**src/rtl/avr_arb_pkg.sv**
```systemverilog
// Shared types and constants for the AVR data-memory arbiter.
package avr_arb_pkg;

  localparam int unsigned STAT_W = 16;

  typedef enum logic [1:0] {
    OWN_NONE = 2'd0,
    OWN_CPU  = 2'd1,
    OWN_DMA  = 2'd2
  } owner_t;

  typedef enum logic {
    ARB_RUN  = 1'b0,
    ARB_HOLD = 1'b1
  } arb_state_t;

  // Wait-counter width; a disabled guard still needs a 1-bit counter.
  function automatic int unsigned cnt_width(input int unsigned max_wait);
    return (max_wait == 0) ? 1 : $clog2(max_wait + 1);
  endfunction

endpackage

```
**src/rtl/avr_arb_starve_ctr.sv**
```systemverilog
// Starvation guard: counts refused DMA cycles and forces a one-cycle CPU hold.
module avr_arb_starve_ctr
  import avr_arb_pkg::*;
#(
  parameter int unsigned MAX_WAIT = 8
) (
  input  logic CLK,
  input  logic RST_N,
  input  logic dma_req,
  input  logic dma_gnt,
  output logic hold
);

  localparam int unsigned CNT_W = cnt_width(MAX_WAIT);
  localparam logic [CNT_W-1:0] CNT_MAX = CNT_W'(MAX_WAIT);

  arb_state_t       state_q, state_d;
  logic [CNT_W-1:0] wcnt_q, wcnt_d;
  logic             refused;

  assign refused = dma_req && !dma_gnt;

  always_ff @(posedge CLK or negedge RST_N) begin
    if (!RST_N) begin
      state_q <= ARB_RUN;
      wcnt_q  <= '0;
    end else begin
      state_q <= state_d;
      wcnt_q  <= wcnt_d;
    end
  end

  // Saturating refusal counter; any grant or dropped request restarts it.
  always_comb begin
    wcnt_d = wcnt_q;
    if (!refused) begin
      wcnt_d = '0;
    end else if (wcnt_q != CNT_MAX) begin
      wcnt_d = wcnt_q + CNT_W'(1);
    end
  end

  always_comb begin
    state_d = state_q;
    case (state_q)
      ARB_RUN: begin
        if ((MAX_WAIT != 0) && refused && (wcnt_q == CNT_MAX - CNT_W'(1))) begin
          state_d = ARB_HOLD;
        end
      end
      ARB_HOLD: state_d = ARB_RUN;
      default:  state_d = ARB_RUN;
    endcase
  end

  always_comb begin
    hold = 1'b0;
    if (state_q == ARB_HOLD) begin
      hold = 1'b1;
    end
  end

endmodule

```
**src/rtl/avr_dmem_arbiter.sv**
```systemverilog
// Single-port data SRAM arbiter: CPU has fixed priority, DMA gets idle slots
// plus a guaranteed slot via cpu_hold. Define ARB_STATS_EN for grant counters.
module avr_dmem_arbiter
  import avr_arb_pkg::*;
#(
  parameter int unsigned ADDR_W   = 16,
  parameter int unsigned DATA_W   = 8,
  parameter int unsigned MAX_WAIT = 8
) (
  input  logic              CLK,
  input  logic              RST_N,
  input  logic              cpu_req,
  input  logic              cpu_we,
  input  logic [ADDR_W-1:0] cpu_addr,
  input  logic [DATA_W-1:0] cpu_wdata,
  output logic [DATA_W-1:0] cpu_rdata,
  output logic              cpu_hold,
  input  logic              dma_req,
  input  logic              dma_we,
  input  logic [ADDR_W-1:0] dma_addr,
  input  logic [DATA_W-1:0] dma_wdata,
  output logic              dma_gnt,
  output logic              dma_rvalid,
  output logic [DATA_W-1:0] dma_rdata,
  output logic              mem_en,
  output logic              mem_we,
  output logic [ADDR_W-1:0] mem_addr,
  output logic [DATA_W-1:0] mem_wdata,
  input  logic [DATA_W-1:0] mem_rdata
`ifdef ARB_STATS_EN
  ,
  output logic [STAT_W-1:0] stat_cpu,
  output logic [STAT_W-1:0] stat_dma,
  output logic [STAT_W-1:0] stat_hold
`endif
);

  owner_t            owner, owner_q;
  logic              was_read_q;
  logic              hold;
  logic [DATA_W-1:0] cpu_rdata_q, cpu_rdata_d;

  avr_arb_starve_ctr #(
    .MAX_WAIT(MAX_WAIT)
  ) u_starve (
    .CLK    (CLK),
    .RST_N  (RST_N),
    .dma_req(dma_req),
    .dma_gnt(dma_gnt),
    .hold   (hold)
  );

  // Owner selection; reset forces the bus idle so every output reads 0.
  always_comb begin
    owner = OWN_NONE;
    if (!RST_N) begin
      owner = OWN_NONE;
    end else if (hold) begin
      owner = dma_req ? OWN_DMA : OWN_NONE;
    end else if (cpu_req) begin
      owner = OWN_CPU;
    end else if (dma_req) begin
      owner = OWN_DMA;
    end
  end

  always_comb begin
    mem_en    = 1'b0;
    mem_we    = 1'b0;
    mem_addr  = '0;
    mem_wdata = '0;
    case (owner)
      OWN_CPU: begin
        mem_en    = 1'b1;
        mem_we    = cpu_we;
        mem_addr  = cpu_addr;
        mem_wdata = cpu_wdata;
      end
      OWN_DMA: begin
        mem_en    = 1'b1;
        mem_we    = dma_we;
        mem_addr  = dma_addr;
        mem_wdata = dma_wdata;
      end
      default: ;
    endcase
  end

  assign dma_gnt  = (owner == OWN_DMA);
  assign cpu_hold = hold;

  always_ff @(posedge CLK or negedge RST_N) begin
    if (!RST_N) begin
      owner_q     <= OWN_NONE;
      was_read_q  <= 1'b0;
      cpu_rdata_q <= '0;
    end else begin
      owner_q     <= owner;
      was_read_q  <= mem_en && !mem_we;
      cpu_rdata_q <= cpu_rdata_d;
    end
  end

  // Route returning read data to whoever issued it; the CPU bus keeps its last value otherwise.
  always_comb begin
    dma_rvalid  = (owner_q == OWN_DMA) && was_read_q;
    dma_rdata   = dma_rvalid ? mem_rdata : '0;
    cpu_rdata_d = cpu_rdata_q;
    if ((owner_q == OWN_CPU) && was_read_q) begin
      cpu_rdata_d = mem_rdata;
    end
    cpu_rdata = cpu_rdata_d;
  end

`ifdef ARB_STATS_EN
  localparam logic [STAT_W-1:0] STAT_MAX = '1;

  logic [STAT_W-1:0] stat_cpu_q, stat_cpu_d;
  logic [STAT_W-1:0] stat_dma_q, stat_dma_d;
  logic [STAT_W-1:0] stat_hold_q, stat_hold_d;

  always_comb begin
    stat_cpu_d  = stat_cpu_q;
    stat_dma_d  = stat_dma_q;
    stat_hold_d = stat_hold_q;
    if ((owner == OWN_CPU) && (stat_cpu_q != STAT_MAX)) begin
      stat_cpu_d = stat_cpu_q + STAT_W'(1);
    end
    if ((owner == OWN_DMA) && (stat_dma_q != STAT_MAX)) begin
      stat_dma_d = stat_dma_q + STAT_W'(1);
    end
    if (hold && (stat_hold_q != STAT_MAX)) begin
      stat_hold_d = stat_hold_q + STAT_W'(1);
    end
  end

  always_ff @(posedge CLK or negedge RST_N) begin
    if (!RST_N) begin
      stat_cpu_q  <= '0;
      stat_dma_q  <= '0;
      stat_hold_q <= '0;
    end else begin
      stat_cpu_q  <= stat_cpu_d;
      stat_dma_q  <= stat_dma_d;
      stat_hold_q <= stat_hold_d;
    end
  end

  assign stat_cpu  = stat_cpu_q;
  assign stat_dma  = stat_dma_q;
  assign stat_hold = stat_hold_q;
`endif

endmodule

```
**config.mk**
```make
export PLATFORM = sky130hd
export DESIGN_NAME = avr_dmem_arbiter
export DESIGN_NICKNAME = d
export VERILOG_FILES = /design/src/rtl/avr_arb_pkg.sv /design/src/rtl/avr_arb_starve_ctr.sv /design/src/rtl/avr_dmem_arbiter.sv
export SDC_FILE = /design/constraint.sdc
export NUM_CORES = 1
export LEC_CHECK = 0
export CORE_MARGIN = 1.5
export CORE_UTILIZATION = 40
export CTS_BUF_LIST = sky130_fd_sc_hd__clkbuf_16
export DETAILED_ROUTE_END_ITERATION = 10
export DONT_BUFFER_PORTS = 1
export GPL_ROUTABILITY_DRIVEN = 1
export GPL_TIMING_DRIVEN = 0
export PLACE_DENSITY = 0.65
export SYNTH_ARGS = -nofsm -noshare
export SYNTH_HDL_FRONTEND = slang
export SYNTH_HIERARCHICAL = 1
export SYNTH_SLANG_ARGS = --single-unit
```
**constraint.sdc**
```tcl
create_clock -name CLK -period 1.7 [get_ports CLK]
set_input_delay 0.17 -clock CLK [delete_from_list [all_inputs] [get_ports CLK]]
set_output_delay 0.17 -clock CLK [all_outputs]
set_load 0.005 [all_outputs]
```
== After elaboration in Yosys (flattened, before gate mapping) ==
Index checks and enable logic that the tools add are counted.
Widths: inputs -> output; s select.
Storage, ports and cells
  register bits: 16
  bits in latches: 0
  memory bits (writable): 0
  ROM bits: 0
  input bits: 62
  output and inout bits: 45
  memories: 0
Cells by class
  add/subtract/negate cells: 1
  $mul: 0
  divide/modulo/power cells: 0
  magnitude comparators: 0
  equality and inequality tests: 7
  shift-type cells: 0
  multiplexer cells: 15
  bitwise logic cells: 1
  reductions and logical operators: 8
Operators with widths (count)
  $pmux 16 s2: 1
  $mux 8: 2
  $pmux 8 s2: 1
  $mux 2: 4
  $mux 4: 2
  $logic_and 1x1->1: 5
  $add 4x1->4 const B: 1
  $eq 2x1->1 const B: 2
  $eq 2x2->1 const B: 2
  $eq 4x3->1 const B: 1
  $ne 4x4->1 const B: 1
  $pmux 1 s2: 2
  $mux 1: 3
  $logic_not 1->1: 2
  $ne 2x2->1 const B: 1
  $reduce_or 2->1: 1
  $not 1->1: 1

== Depth between registers and ports, before layout ==
Gate-level depths: netlist of run 1.
  word-level depth: 10
  gate-level depth with buffers: 7

== Hierarchy ==
The synthesis of run 1 kept the hierarchy.
By module, submodules not included
  avr_dmem_arbiter: instances 1, cells an instance 99, area each 867.1 um^2, seq. area each 275.3 um^2
  avr_arb_starve_ctr: instances 1, cells an instance 23, area each 256.5 um^2, seq. area each 125.1 um^2

== Worst setup path after synthesis of run 1 ==
Ideal clock, no wire load.
  path kind: register -> output
  from: reg u_starve.state_q
  to: out mem_addr[0]
  data arrival time: 1601 ps
  setup slack: -71 ps
  cell stages (with the launch flop): 7
  path buffers: 2
  cells stage by stage: dfrtp_1 -> nand2b_1 -> or2_2 -> ha_1 -> buf_2 -> clkbuf_1 -> nor2_1
Between the ends
  word-level cells in the longest chain between the ends: 5
RTL lines
  start, declared: RTL line avr_arb_starve_ctr.sv:17  | arb_state_t state_q, state_d;
  start signal, assigned: RTL line avr_arb_starve_ctr.sv:28  | state_q <= state_d;
  $mux 1 (*): RTL line avr_arb_starve_ctr.sv:58  | if (state_q == ARB_HOLD) begin
  $mux 2 (*): RTL line avr_dmem_arbiter.sv:58  | end else if (hold) begin
  $mux 2 (*): RTL line avr_dmem_arbiter.sv:56  | if (!RST_N) begin
  $eq 2x2->1 / $eq 2x1->1 (equally long branches): RTL line avr_dmem_arbiter.sv:72  | case (owner)
  $pmux 16 s2 (*): RTL line avr_dmem_arbiter.sv:72
  end, declared: RTL line avr_dmem_arbiter.sv:27  | output logic [ADDR_W-1:0] mem_addr,
Every way passes the cells marked *; elsewhere a longest branch is shown, timed or not.

== Worst setup path after layout of run 1 ==
  from: reg u_starve.state_q
  to: out mem_addr[13]
Between the ends
  word-level cells in the longest chain between the ends: 5
RTL lines
  $mux 1: RTL line avr_arb_starve_ctr.sv:58
  $mux 2: RTL line avr_dmem_arbiter.sv:58
  $mux 2: RTL line avr_dmem_arbiter.sv:56
  $eq 2x2->1
  named net dma_gnt: RTL line avr_dmem_arbiter.sv:22  | output logic dma_gnt,
  $pmux 16 s2: RTL line avr_dmem_arbiter.sv:72
The timed path passes the listed nets, and every way through them passes these cells.

==> out/metrics.csv, run 1 <==
metric,value,unit
WP depth,7,
# IOs,107,
initial antenna violation count,0,
Tot GR Track Use,18.1,%
fin crit period,1.96,ns
RePlAce Congestion,0.797,
Die ar.,3140,um^2
vias in the first global route,925,
clock-pin slew on the worst setup and hold paths,0.05,ns
"Hold Vio Cnt, Final",0,
area of the mapped netlist,1120,um^2
Rows,19,
highest clock rate,511,MHz
Netlist cell types,24,
# Max-Cap Violations,0,
Hold Path End,owner_q[0],
CP Buf/Inv Count,2,
via count,969,
global-route wire length before repair,4.42,mm
Worst Setup Start Kind,flop,
Crit Path Category,flop to output pin,
type of the tightest min-delay check,input pin to flop,
Vias/cell,6.02,
# DRC,0,
max incr delay on CP,0.41,ns
Flop pwr share,39.0,%
First-pass DRT Iterations,4,
Max Slew Vio Count,0,
Port Buffers,0,
Routed Antenna Nets,0,
Max H-tree Level,1,
ordered cell list for the critical path,nand2b_4 -> or2_4 -> ha_4 -> buf_12 -> clkbuf_16 -> a22oi_2 -> nor2_2,
top post-synthesis cells by area,"dfrtp_1, a22oi_1, nor2_1, mux2_2, and2_4",
biggest area consumer among synthesized cells,dfrtp_1,
Core Footprint,2710,um^2
Detail Placement HPWL,2.27,mm
Area Growth Syn to Fin,36.6,%
clock share of power,36.4,%
cells after synthesis,122,
total CTS buffers,3,
# clock sinks,16,
final worst slack,-0.257,ns
largest net degree at the start of global routing,17,
Setup-failing EPs final,25,
average size of a mapped cell,9.21,um^2
relative slew slack,51.7,%
Tcrit/Tclk final,115,%
Synth top area share,35.6,%
"most common cell after layout, fill and taps aside",a22oi_2,
Power Total,1.21,mW
routed wire length,3.12,mm
post-synthesis sequential area ratio,35.6,%
hold_sp,cpu_req,
clock latency at the later pin of the worst-skew pair,0.24,ns
leading register cell type out of synthesis,dfrtp_1,
DRT iter0 DRCs,37,
Internal,0.905,mW
status,finished with violations,
synthesized flop and latch total,16,
Avg WL per Cell,19.4,um
maximum VDD drop,717,uV
"EDFF count, synth",0,
diode count,0,
CTS tree,built,
pre-CTS setup slack,-0.159,ns
number of synthesis warnings,6,
Setup Skew,0.00219,ns
failing checks,negative setup slack,
Layout Nets,197,
die height,56,um
Longest Clk Path Bufs,2,
crit path max-delay cell type,dfrtp_1,
ys async rst share,100,%
Worst R2R End,was_read_q,
die width,56,um
actual slew at the worst max-slew pin,0.722,ns
combinational power share,24.5,%
Syn Nets,188,
crit end category,output pin,
CP Data Required Time,1.53,ns
power per cell area,791,nW/um^2
CP Max Fanout,9,
GRT overflow,0,
Clk Tree Root Cell,clkbuf_16,
CP Data Arrival Time,1.79,ns
Crit path max-delay family,simple AND/OR/NAND/NOR gates,
"commonest non-fill, non-tap cells in the layout","a22oi_2, dfrtp_1, nor2_2",
Fillers,248,
Sw Ratio,25.4,%
RSZ-0062 raised after global routing,yes,
WHS Path Cells,2,
Initial Utilization,41.5,%
P_leak,0.624,nW
FF-to-FF path depth,6,
reg2reg start,u_starve/state_q,
share of cells above drive strength 1,53.1,%
Psw,0.309,mW
worst reg2reg setup slack,0.08,ns
==> per-layer routing <==
| layer | GRT usage (%) | vias up | part of all wire, % |
|---|---|---|---|
| met5 | 0 | - | 0 |
| met3 | 5.12 | 2 | 8.6 |
| li1 | - | 443 | - |
| met2 | 35.3 | 65 | 56 |
| met1 | 18.8 | 459 | 35 |
| met4 | 4.08 | 0 | 0.61 |
==> Yosys cell counts, types with 2 or more instances <==
cell,number
and2_4,6
nor2_1,30
dfrtp_1,16
nand3_1,2
mux2i_1,2
inv_1,4
buf_4,2
buf_2,6
nand2b_1,2
mux2_2,8
nand3b_4,2
a22oi_1,25
ha_1,4
and2_1,3
==> timing repair <==
item / CTS / global route
hold buffers: 1 / 0
pin swaps: 5 / 5
cloned: 1 / 2
gates resized for setup: 46 / 9
hold endpoints to repair: 16 / 0
buffers inserted: 1 / 0
setup endpoints to repair: 26 / 25
==> layout make-up <==
class | instances | area (um^2) | share of cell area [%]
tap | 31 | 38.8 | 2.53
timing repair buffer | 5 | 75.1 | 4.89
sequential | 16 | 400 | 26.1
clock inverter | 1 | 3.75 | 0.244
buffer | 9 | 121 | 7.91
inverter | 4 | 15.0 | 0.978
multi-input combinational | 92 | 806 | 52.5
clock buffer | 3 | 75.1 | 4.89
==> metrics by stage <==
step / instances / area, um^2 / utilization (%) / setup TNS [ns] / hold WS, ns
floorplan: 122 / 1130 / - / 0 / -0.126
global route: 161 / 1540 / 56.6 / -6.96 / 0.0975
detailed placement: 153 / 1170 / 43.3 / -2.62 / -0.125
finish: 161 / 1540 / 56.6 / -5.38 / 0.0902
global placement: 153 / 1170 / 43.3 / -1.86 / -0.125
CTS: 159 / 1450 / 53.5 / -5.25 / 0.0781
==> power groups by stage <==
| stage | Clock [mW] | Combinational, mW | Sequential, mW |
|---|---|---|---|
| finish | 0.443 | 0.298 | 0.474 |
| detailed placement | 0 | 0.224 | 0.481 |
| floorplan | 0 | 0.187 | 0.473 |
| global route | 0.477 | 0.324 | 0.480 |
| global placement | 0 | 0.216 | 0.476 |
| CTS | 0.461 | 0.283 | 0.475 |
==> registers in the layout (all words and copies together), names as in the netlist <==
register and count:
cpu_rdata_q 8, owner_q 2, u_starve/state_q 1, u_starve/wcnt_q 4, was_read_q 1
==> cells by family after synthesis <==
logic type | share of synthesized area [%]
buf+inv | 6.68
xor+xnor | 1.56
simple gates | 24.7
mux | 9.80
fa+ha+maj | 4.45
compound gates | 17.1
flops | 35.6
==> worst max-delay path by stage <==
stage / start / end / slack [ns]
finish: u_starve/state_q / mem_addr[13] / -0.26
global route: u_starve/state_q / mem_wdata[3] / -0.31
CTS: u_starve/state_q / mem_wdata[3] / -0.25
detailed placement: u_starve/state_q / mem_wdata[1] / -0.16
global placement: u_starve/state_q / mem_wdata[1] / -0.11
floorplan: u_starve/state_q / mem_addr[0] / 0.01
No activity file was read; power rests on OpenSTA's default activity.
==> run 2: changes to the inputs <==
CORE_UTILIZATION = 24   (was 40)
PLACE_DENSITY = 0.47   (was 0.65)
==> out/metrics.csv, run 2 (same netlist as run 1, synthesis figures left out) <==
metric,value,unit
status,finished with violations,
failing checks,"design-rule violations, negative setup slack",
Die ar.,5100,um^2
P_leak,0.598,nW
initial antenna violation count,0,
vias in the first global route,993,
die width,71.4,um
Longest Clk Path Bufs,2,
Top Registers,"cpu_rdata_q (8), u_starve/wcnt_q (4), owner_q (2)",
# clock sinks,16,
RePlAce Congestion,0.723,
Psw,0.306,mW
Detail Placement HPWL,2.64,mm
share of cells above drive strength 1,41.4,%
maximum VDD drop,299,uV
"most common cell after layout, fill and taps aside",nor2_1,
GRT overflow,0,
Clk Tree Root Cell,clkbuf_16,
Worst Setup Start Kind,flop,
Crit Path Category,flop to output pin,
dpl cell area,1200,um^2
Initial Utilization,25.3,%
Port Buffers,0,
crit end category,output pin,
largest net degree at the start of global routing,17,
Max Slew Vio Count,0,
total CTS buffers,3,
die height,71.4,um
"commonest non-fill, non-tap cells in the layout","nor2_1, a22oi_2, dfrtp_1",
Sw Ratio,25.6,%
DRT iter0 DRCs,29,
hold_sp,RST_N,
clock latency at the later pin of the worst-skew pair,0.24,ns
RSZ-0062 raised after global routing,yes,
actual slew at the worst max-slew pin,0.753,ns
Rows,24,
via count,990,
CP Max Fanout,10,
final worst slack,-0.226,ns
Tcrit/Tclk final,113,%
register area,400,um^2
Setup-failing EPs final,25,
type of the tightest min-delay check,input pin to flop,
"Hold Vio Cnt, Final",0,
Vias/cell,5.50,
diode count,0,
# DRC,6,
power per cell area,824,nW/um^2
Internal,0.892,mW
WHS Path Cells,2,
global-route wire length before repair,4.82,mm
Hold Worst Slack,0.0861,ns
# Max-Cap Violations,0,
Layout Cell Area excl Fill,1450,um^2
Hold Path End,owner_q[0],
# IOs,107,
clock share of power,37.4,%
Fillers,453,
routed wire length,3.45,mm
Worst R2R End,was_read_q,
Avg WL per Cell,19.2,um
Largest register FFs,8,
First-pass DRT Iterations,7,
Area Growth Syn to Fin,29.3,%
Flop pwr share,39.7,%
reg2reg start,u_starve/state_q,
Layout Nets,195,
worst reg2reg setup slack,0.11,ns
highest clock rate,519,MHz
CP Data Required Time,1.53,ns
Routed Antenna Nets,0,
fin crit period,1.93,ns
CP Data Arrival Time,1.76,ns
combinational power share,23.0,%
CTS tree,built,
largest register by flop count,cpu_rdata_q,
area of the multi-input gates,763,um^2
relative slew slack,49.6,%
Core Footprint,4440,um^2
Setup Skew,0.00419,ns
Max H-tree Level,1,
clock-pin slew on the worst setup and hold paths,0.05,ns
FF-to-FF path depth,6,
Tot GR Track Use,12.5,%
[run 2: cell count changes in the layout (fill, tap and decap cells not counted), sizes merged]
cell / change
buf: +2
clkbuf: -4
[run 2: area by class of cell]
cell class	instances	share of cell area, %
Buffer	9	7.24
Clock buffer	3	5.17
Clock inverter	1	0.258
Inverter	4	1.03
Multi-Input combinational cell	92	52.5
Sequential cell	16	27.6
Tap cell	52	4.48
Timing Repair Buffer	3	1.72
[run 2: per-layer routing]
metal / GRT usage, % / up-vias / share of wire, %
met2: 24.0 / 75 / 55
met4: 4.06 / 0 / 1.4
met5: 0 / - / 0
li1: - / 440 / -
met1: 11.4 / 471 / 32
met3: 6.05 / 4 / 12
[run 2: timing repair]
| action | CTS | global route |
|---|---|---|
| setup buffers | 2 | 0 |
| hold buffers | 1 | 0 |
| gates resized for setup | 29 | 10 |
| setup endpoints to repair | 26 | 26 |
| gates cloned | 0 | 0 |
| pin swaps | 7 | 2 |
| hold endpoints to repair | 16 | 0 |
[run 2: stage by stage]
step	setup WS (ns)	util [%]	std cells	total power [mW]	TNS (ns)
global placement	-0.154	27.0	174	0.698	-2.30
floorplan	0.0117	-	122	0.660	0
global route	-0.295	32.7	180	1.26	-6.74
CTS	-0.263	32.0	181	1.21	-5.54
detailed placement	-0.197	27.0	174	0.711	-2.65
finish	-0.226	32.7	180	1.20	-5.00
[run 2: worst max-delay path by stage]
stage | start | end | slack, ns | cells past startpoint
finish | u_starve/state_q | mem_wdata[2] | -0.23 | 7
global route | u_starve/state_q | mem_wdata[6] | -0.30 | 7
CTS | u_starve/state_q | mem_wdata[1] | -0.26 | 7
detailed placement | u_starve/state_q | mem_wdata[1] | -0.20 | 7
global placement | u_starve/state_q | mem_wdata[1] | -0.15 | 7
floorplan | u_starve/state_q | mem_addr[0] | 0.01 | 7
[run 2: worst max-delay path, cell delays in order, from the launching register on]
cell,delay (ns)
dfrtp_1,0.40
nand2b_4,0.17
or2_4,0.24
ha_4,0.18
buf_6,0.13
buf_8,0.13
a22oi_1,0.18
nor2_1,0.08
[run 2: power by group through the flow]
stage	Combinational [mW]	Clock (mW)	Sequential, mW
after floorplan	0.187	0	0.473
after detailed placement	0.229	0	0.482
final	0.275	0.447	0.475
after global placement	0.222	0	0.476
after global routing	0.304	0.478	0.482
after CTS	0.271	0.465	0.475
==> run 3: changes to the inputs <==
--- a/config.mk
+++ b/config.mk
@@ -11,5 +11,5 @@
 export DETAILED_ROUTE_END_ITERATION = 10
 export DONT_BUFFER_PORTS = 1
-export GPL_ROUTABILITY_DRIVEN = 1
+export GPL_ROUTABILITY_DRIVEN = 0
 export GPL_TIMING_DRIVEN = 0
 export PLACE_DENSITY = 0.47
==> constraint.sdc (replaced) <==
create_clock -name CLK -period 1.7 [get_ports CLK]
set_input_delay 0.34 -clock CLK [delete_from_list [all_inputs] [get_ports CLK]]
set_output_delay 0.34 -clock CLK [all_outputs]
set_load 0.005 [all_outputs]
==> out/metrics.csv, run 3 (same netlist as run 1, synthesis figures left out) <==
metric,value,unit
Routed Antenna Nets,0,
# IOs,107,
Tcrit/Tclk final,124,%
Worst Setup Start Kind,flop,
CP Buf/Inv Count,2,
routed wire length,3.23,mm
actual slew at the worst max-slew pin,0.782,ns
dpl cell area,1420,um^2
power per cell area,771,nW/um^2
CP startpoint,u_starve/state_q,
Largest register FFs,8,
ordered cell list for the critical path,nand2b_4 -> or2_4 -> ha_4 -> buf_12 -> clkbuf_16 -> a22oi_2 -> nor2_2,
Worst R2R End,was_read_q,
GRT overflow,0,
"most common cell after layout, fill and taps aside",a22oi_2,
"Hold Vio Cnt, Final",0,
"commonest non-fill, non-tap cells in the layout","a22oi_2, nor2_2, dfrtp_1",
total CTS buffers,3,
hold_sp,cpu_req,
fin crit period,2.11,ns
Crit path max-delay family,simple AND/OR/NAND/NOR gates,
Hold Path End,owner_q[0],
# clock sinks,16,
Longest Clk Path Bufs,2,
Max H-tree Level,1,
Rows,24,
final worst slack,-0.405,ns
failing checks,"design-rule violations, negative setup slack",
WHS Path Cells,2,
# DRC,9,
Layout Nets,197,
Area Growth Syn to Fin,44.3,%
First-pass DRT Iterations,6,
max incr delay on CP,0.41,ns
status,finished with violations,
crit end category,output pin,
Detail Placement HPWL,2.46,mm
Clk Tree Root Cell,clkbuf_16,
RSZ-0062 raised after global routing,yes,
Vias/cell,5.24,
crit path max-delay cell type,dfrtp_1,
via count,954,
CP Data Arrival Time,1.77,ns
vias in the first global route,932,
type of the tightest min-delay check,input pin to flop,
Die ar.,5100,um^2
largest register by flop count,cpu_rdata_q,
Crit Path Category,flop to output pin,
P_leak,0.626,nW
Tot GR Track Use,11.3,%
maximum VDD drop,388,uV
Layout Cell Area excl Fill,1620,um^2
highest clock rate,475,MHz
largest net degree at the start of global routing,17,
worst reg2reg setup slack,0.08,ns
clock latency at the later pin of the worst-skew pair,0.24,ns
Top Registers,"cpu_rdata_q (8), u_starve/wcnt_q (4), owner_q (2)",
CP Max Fanout,8,
initial antenna violation count,0,
pre-CTS setup slack,-0.279,ns
Initial Utilization,25.3,%
Max Slew Vio Count,0,
Port Buffers,0,
die height,71.4,um
CTS tree,built,
share of cells above drive strength 1,64.6,%
reg2reg start,u_starve/state_q,
Avg WL per Cell,17.8,um
CP Data Required Time,1.36,ns
clock-pin slew on the worst setup and hold paths,0.05,ns
Setup-failing EPs final,26,
Setup Skew,0.00158,ns
FF-to-FF path depth,6,
DRT iter0 DRCs,24,
global-route wire length before repair,4.56,mm
setup TNS,-9.42,ns
die width,71.4,um
relative slew slack,47.7,%
diode count,0,
Core Footprint,4440,um^2
# Max-Cap Violations,0,
==> run 3: cell types whose count changed in the layout (fill, tap and decap cells not counted), sizes merged <==
cell    previous run  this run
clkbuf             4         6
==> run 3: cell type report <==
class,instances,area (um^2)
plain buffers,9,146
well taps,52,65.1
repair buffers,5,57.6
clock buffers,3,75.1
multi-input cells,92,858
flip-flops and latches,16,400
fillers,443,2820
inverters,4,15.0
clock inverters,1,3.75
==> run 3: power breakdown <==
part	total, mW	switching (mW)	internal, mW
combinational	0.323	0.163	0.159
clock	0.454	0.142	0.312
sequential	0.473	0.0230	0.450
==> run 3: repair_timing <==
action | 4_1_cts | 5_1_grt
setup endpoints to repair | 26 | 26
buffers inserted | 1 | 2
gates resized for setup | 12 | 10
hold buffers | 1 | 0
endpoints found under the hold margin | 16 | 0
cloned | 0 | 1
pin swaps | 4 | 9
==> run 3: metrics by stage <==
step | hold WS, ns | utilization (%) | instances | power [mW]
2_1_floorplan | 0.0444 | - | 122 | 0.716
3_3_place_gp | 0.0449 | 31.8 | 174 | 0.752
3_5_place_dp | 0.0449 | 31.8 | 174 | 0.765
4_1_cts | 0.249 | 34.7 | 179 | 1.26
5_1_grt | 0.244 | 36.5 | 182 | 1.32
6_report | 0.245 | 36.5 | 182 | 1.25
==> run 3: worst max-delay path by stage <==
| stage | slack (ns) | cells after the start | end |
|---|---|---|---|
| 2_1_floorplan | -0.04 | 7 | mem_addr[0] |
| 3_3_place_gp | -0.22 | 7 | mem_addr[11] |
| 3_5_place_dp | -0.28 | 7 | mem_addr[11] |
| 4_1_cts | -0.42 | 7 | mem_addr[11] |
| 5_1_grt | -0.49 | 7 | mem_addr[14] |
| 6_report | -0.41 | 7 | mem_addr[13] |
==> run 3: metal layers <==
layer  GRT usage [%]  vias to the layer above  part of all wire, %
met5               0                        -                    0
met3            3.94                        2                  7.3
met4            2.99                        0                 0.65
met2            21.0                       43                   56
met1            12.2                      469                   36
li1                -                      440                    -
